[src/rtl/irrigation_controller.sv]
// Round-robin sequencer for a shared irrigation pump and three outlets: prime, water, rest, tank fault.
// Optional macro IRRIGATION_STATS_EN adds a saturating 16-bit count of valve-open cycles (water_cycles).
module irrigation_controller #(
    parameter int unsigned PRIME_CYCLES = 4,
    parameter int unsigned WATER_CYCLES = 16,
    parameter int unsigned REST_CYCLES  = 8,
    parameter int unsigned CNT_W        = 8
) (
    input  logic       clk,
    input  logic       reset_n,
    input  logic       sprinkler_req,
    input  logic       drip_req,
    input  logic       specific_req,
    input  logic       soil_umidity,
    input  logic [1:0] water_box,
    output logic       pump_on,
    output logic       sprinkler_valve,
    output logic       drip_valve,
    output logic       specific_valve,
    output logic       busy,
    output logic       tank_fault
`ifdef IRRIGATION_STATS_EN
    ,
    output logic [15:0] water_cycles
`endif
);

    typedef enum logic [2:0] {
        ST_IDLE  = 3'd0,
        ST_PRIME = 3'd1,
        ST_WATER = 3'd2,
        ST_REST  = 3'd3,
        ST_FAULT = 3'd4
    } state_t;

    state_t           r_state, w_state_nxt;
    logic [CNT_W-1:0] r_cnt, w_cnt_nxt;
    // Channel vectors: bit0 sprinkler, bit1 drip, bit2 specific
    logic [2:0]       r_grant, w_grant_nxt;
    logic [2:0]       r_ptr, w_ptr_nxt;
    logic [2:0]       w_req;
    logic [2:0]       w_winner;
    logic [2:0]       w_ptr_adv;
    logic             w_tank_empty;
    logic             w_granted_req;

    logic             r_pump, r_sprinkler, r_drip, r_specific, r_busy, r_fault;
    logic             w_pump_nxt, w_busy_nxt, w_fault_nxt;
    logic [2:0]       w_valve_nxt;

    assign w_req         = {specific_req, drip_req, sprinkler_req};
    assign w_tank_empty  = (water_box == 2'b00);
    assign w_granted_req = |(r_grant & w_req);
    assign w_ptr_adv     = (|r_grant) ? {r_grant[1:0], r_grant[2]} : r_ptr;

    // First requester scanning from the round-robin pointer
    always_comb begin
        w_winner = 3'b000;
        case (r_ptr)
            3'b010: begin
                if (w_req[1])      w_winner = 3'b010;
                else if (w_req[2]) w_winner = 3'b100;
                else if (w_req[0]) w_winner = 3'b001;
            end
            3'b100: begin
                if (w_req[2])      w_winner = 3'b100;
                else if (w_req[0]) w_winner = 3'b001;
                else if (w_req[1]) w_winner = 3'b010;
            end
            default: begin
                if (w_req[0])      w_winner = 3'b001;
                else if (w_req[1]) w_winner = 3'b010;
                else if (w_req[2]) w_winner = 3'b100;
            end
        endcase
    end

    always_comb begin
        w_state_nxt = r_state;
        w_cnt_nxt   = r_cnt;
        w_grant_nxt = r_grant;
        w_ptr_nxt   = r_ptr;
        case (r_state)
            ST_IDLE: begin
                w_cnt_nxt = '0;
                if (w_tank_empty) begin
                    w_state_nxt = ST_FAULT;
                end else if (|w_req) begin
                    w_state_nxt = ST_PRIME;
                    w_grant_nxt = w_winner;
                end
            end
            ST_PRIME: begin
                if (w_tank_empty) begin
                    w_state_nxt = ST_FAULT;
                    w_cnt_nxt   = '0;
                    w_grant_nxt = 3'b000;
                    w_ptr_nxt   = w_ptr_adv;
                end else if (r_cnt == CNT_W'(PRIME_CYCLES - 1)) begin
                    w_state_nxt = ST_WATER;
                    w_cnt_nxt   = '0;
                end else begin
                    w_cnt_nxt = r_cnt + CNT_W'(1);
                end
            end
            ST_WATER: begin
                if (w_tank_empty) begin
                    w_state_nxt = ST_FAULT;
                    w_cnt_nxt   = '0;
                    w_grant_nxt = 3'b000;
                    w_ptr_nxt   = w_ptr_adv;
                end else if (!w_granted_req || soil_umidity ||
                             (r_cnt == CNT_W'(WATER_CYCLES - 1))) begin
                    w_state_nxt = ST_REST;
                    w_cnt_nxt   = '0;
                    w_grant_nxt = 3'b000;
                    w_ptr_nxt   = w_ptr_adv;
                end else begin
                    w_cnt_nxt = r_cnt + CNT_W'(1);
                end
            end
            ST_REST: begin
                if (r_cnt == CNT_W'(REST_CYCLES - 1)) begin
                    w_state_nxt = ST_IDLE;
                    w_cnt_nxt   = '0;
                end else begin
                    w_cnt_nxt = r_cnt + CNT_W'(1);
                end
            end
            ST_FAULT: begin
                w_cnt_nxt = '0;
                if (!w_tank_empty) w_state_nxt = ST_IDLE;
            end
            default: begin
                w_state_nxt = ST_IDLE;
                w_cnt_nxt   = '0;
                w_grant_nxt = 3'b000;
            end
        endcase
    end

    // Output decode from the next state so the registered outputs track the state register
    always_comb begin
        w_pump_nxt  = (w_state_nxt == ST_PRIME) || (w_state_nxt == ST_WATER);
        w_valve_nxt = (w_state_nxt == ST_WATER) ? w_grant_nxt : 3'b000;
        w_busy_nxt  = (w_state_nxt != ST_IDLE);
        w_fault_nxt = (w_state_nxt == ST_FAULT);
    end

    always_ff @(posedge clk or negedge reset_n) begin
        if (!reset_n) begin
            r_state     <= ST_IDLE;
            r_cnt       <= '0;
            r_grant     <= 3'b000;
            r_ptr       <= 3'b001;
            r_pump      <= 1'b0;
            r_sprinkler <= 1'b0;
            r_drip      <= 1'b0;
            r_specific  <= 1'b0;
            r_busy      <= 1'b0;
            r_fault     <= 1'b0;
        end else begin
            r_state     <= w_state_nxt;
            r_cnt       <= w_cnt_nxt;
            r_grant     <= w_grant_nxt;
            r_ptr       <= w_ptr_nxt;
            r_pump      <= w_pump_nxt;
            r_sprinkler <= w_valve_nxt[0];
            r_drip      <= w_valve_nxt[1];
            r_specific  <= w_valve_nxt[2];
            r_busy      <= w_busy_nxt;
            r_fault     <= w_fault_nxt;
        end
    end

    assign pump_on         = r_pump;
    assign sprinkler_valve = r_sprinkler;
    assign drip_valve      = r_drip;
    assign specific_valve  = r_specific;
    assign busy            = r_busy;
    assign tank_fault      = r_fault;

`ifdef IRRIGATION_STATS_EN
    logic [15:0] r_water_cycles;

    // Saturating count of cycles with any valve open
    always_ff @(posedge clk or negedge reset_n) begin
        if (!reset_n) begin
            r_water_cycles <= 16'h0000;
        end else if ((r_sprinkler || r_drip || r_specific) && (r_water_cycles != 16'hFFFF)) begin
            r_water_cycles <= r_water_cycles + 16'd1;
        end
    end

    assign water_cycles = r_water_cycles;
`endif

endmodule

[config.mk]
export PLATFORM = sky130hd
export DESIGN_NAME = irrigation_controller
export DESIGN_NICKNAME = d
export VERILOG_FILES = /design/src/rtl/irrigation_controller.sv
export SDC_FILE = /design/constraint.sdc
export NUM_CORES = 1
export LEC_CHECK = 0
export ABC_AREA = 1
export CAP_MARGIN = 20
export CELL_PAD_IN_SITES_DETAIL_PLACEMENT = 0
export CELL_PAD_IN_SITES_GLOBAL_PLACEMENT = 2
export CORE_UTILIZATION = 32
export DETAILED_ROUTE_END_ITERATION = 6
export PLACE_DENSITY = 0.82
export SYNTH_ARGS = -nofsm -noshare
export SYNTH_HDL_FRONTEND = slang
export SYNTH_SLANG_ARGS = --single-unit
[constraint.sdc]
create_clock -name clk -period 4.4 [get_ports clk]
set_input_delay 0.88 -clock clk [delete_from_list [all_inputs] [get_ports clk]]
set_output_delay 0.88 -clock clk [all_outputs]
set_load 0.02 [all_outputs]
==> flow_summary_export.csv <==
group,metric,value,unit
clock_network,cts_setup_buffers,0,
timing,setup_ws,2.33,ns
power_and_ir_drop,internal-power,426,uW
final_layout,filler_cell_count,413,
timing,finalSetupViolations,0,
clock_network,clock_sinks,23,
final_layout,drive_gt1_share,14.4,%
power_and_ir_drop,p_seq_share,43.0,%
power_and_ir_drop,p_per_area,441,mW/mm^2
clock_network,cts_inserted_buffers,3,
worst_setup_path,start_kind,"register",
worst_setup_path,worstSetupPathType,"register to output port",
timing,period_minus_slack,2.07,ns
placed_design,pre_cts_slack,2.05,ns
placed_design,routabilityCongestion,0.782,
logic_synthesis,syn_avg_cell_area,7.79,sq um
clock_network,clockBufferDepth,2,
placed_design,placed_cells,233,
worst_setup_path,cp.required,3.52,ns
worst_setup_path,path_cells,"clkdlybuf4s50_1",
worst_setup_path,crit_fanout,1,
clock_network,clk_latency,0.26,ns
grt,grt_max_degree,24,
route,vias_per_cell,4.53,
power_and_ir_drop,pwr-share-comb,38.6,%
route,drc,0,
worst_setup_path,cp_slowest_cell,"clkdlybuf4s50_1",
grt,grt_overflow,0,
worst_setup_path,cp_slowest_stage_delay,0.60,ns
logic_synthesis,syn_nets,180,
logic_synthesis,netlist_area,0.00133,sq mm
clock_network,cts_tree,"yes",
floorplan,initial_core_util,33.3,%
grt,antenna_found_initial,0,
final_layout,num_antenna_cells,0,
clock_network,cts-root-buf,"clkbuf_8",
final_layout,final_cells,238,
worst_setup_path,worstPathArrival,1.19,ns
final_layout,syn2layout_area_growth,19.1,%
placed_design,io_buffers,13,
power_and_ir_drop,p_clk_share,18.4,%
power_and_ir_drop,p_leak,0.752,nW
route,post_drt_wl_per_cell,11.0,um
placed_design,dpl_cell_area,0.00151,sq mm
grt,grt_pass1_wl,4640,um
route,first_pass_iters,4,
timing,fin_tns_setup,0,ns
timing,whs,0.459,ns
final_layout,stdcell_area,0.00159,sq mm
worst_setup_path,cpLargestDelayFamily,"buffers and inverters",
floorplan,dieArea,0.00442,sq mm
final_layout,final_cell_mix,"nand2_1 (47), inv_1 (24), dfrtp_1 (22)",
timing,rsz0062_at_grt,"no",
power_and_ir_drop,switchingPower,273,uW
job,cap_violations,0,
min_path,holdPathStages,1,
min_path,hold_path.class,"register to register",
clock_network,cts_max_level,1,
worst_setup_path,timing.critical_path.buf_inv,1,
worst_setup_path,worst-path-stages,1,
logic_synthesis,ys_seq_area_share,43.3,%
clock_network,post_cts_resized,0,
logic_synthesis,yosys_warnings,0,
grt,grt.total_usage,13.9,%
worst_setup_path,end_kind,"output port",
route,dr_total_vias,1078,
timing,fin_worst_skew,0.00398,ns
timing,drv_slew,0,
worst_setup_path,r2r_cells,8,
logic_synthesis,ys_seq_elements,23,
floorplan,die_w,66.5,um
placed_design,dp_hpwl,2100,um
power_and_ir_drop,switching_share,39.0,%
timing,hold_viol_final,0,
timing,max_freq,484,MHz
timing,period_share,47.0,%
floorplan,placementRows,23,
floorplan,fp.coreArea,0.00400,sq mm
logic_synthesis,synth.distinct_cells,26,
grt,first_global_vias,1048,
power_and_ir_drop,vdd_drop_max,0.000167,V
logic_synthesis,postSynthCellCount,171,
clock_network,cts.hold.buffers_added,0,
timing,relSlewSlack,81.2,%
route,antenna_left,0,
floorplan,die_y,66.5,um
clock_network,clkTransAtPathRegs,0.08,ns
final_layout,final_common_cell,"nand2_1",
floorplan,io_pins,14,
route,drt_iter0_drc,64,
final_layout,finalNetCount,198,
status,status,"complete, no violations",
route,wl,2610,um
timing,tightest_slew,0.283,ns
kinds of logic after synthesis:
group	count (synthesis)	synth area share (%)
AOI/OAI and AO/OA	21	9.40
xor gates and xnor gates	5	3.29
adders and majority gates	1	0.940
buffers and inverters	28	8.46
DFF	23	43.3
and+or+nand+nor	93	34.6
flip-flops by register name (all words and copies together), names as in the netlist:
register         count
r_cnt                8
busy                 1
r_state              3
tank_fault           1
pump_on              1
r_grant              3
r_ptr                3
drip_valve           1
specific_valve       1
sprinkler_valve      1
per-layer routing:
layer,track usage (%),vias to the layer above,routed length [um]
li1,-,568,-
met1,20.0,501,1340
met2,22.4,7,1220
met3,1.54,2,30
met4,3.19,0,19
met5,0,-,0
layout make-up:
class	count	area, sq um	share of cell area (%)
timing repair buffer	14	158	9.94
multi-input combinational	120	642	40.5
clock buffer	4	45.0	2.84
tap	50	62.6	3.95
sequential	23	577	36.4
inverter	27	101	6.39
synthesized netlist by cell type (all sizes together):
cell	number	area, sq um
buf	1	11.3
dfstp	1	26.3
nor3	4	20.0
nor2	20	113
xor2	5	43.8
ha	1	12.5
o21bai	1	7.51
nand3b	1	7.51
nand4	2	12.5
nand2	51	215
nand3	15	92.6
dfrtp	22	551
o21ai	8	43.8
inv	27	101
a21boi	1	7.51
a21oi	11	66.3
through the flow:
stage / total power, mW / util [%]
2_1_floorplan: 0.492 / -
3_3_place_gp: 0.576 / 37.8
3_5_place_dp: 0.572 / 37.8
4_1_cts: 0.701 / 38.9
5_1_grt: 0.764 / 39.6
6_report: 0.699 / 39.6
worst paths after layout:
| path | start | to | slack (ns) |
|---|---|---|---|
| max | tank_fault | tank_fault | 2.33 |
| min | r_cnt[0] | r_cnt[0] | 0.46 |
| max reg2reg | r_cnt[0] | sprinkler_valve | 2.84 |
| min reg2reg | r_cnt[0] | r_cnt[0] | 0.46 |
| max in group asynchronous | reset_n | r_ptr[0] | 3.11 |
| min in group asynchronous | reset_n | r_state[2] | 0.84 |
power groups by stage:
stage	sequential, mW	combinational [mW]	clock [mW]
floorplan	0.307	0.185	0
global route	0.308	0.313	0.142
detailed placement	0.304	0.268	0
global placement	0.305	0.271	0
CTS	0.301	0.270	0.131
finish	0.301	0.270	0.129
(Power assumes the default switching activity.)
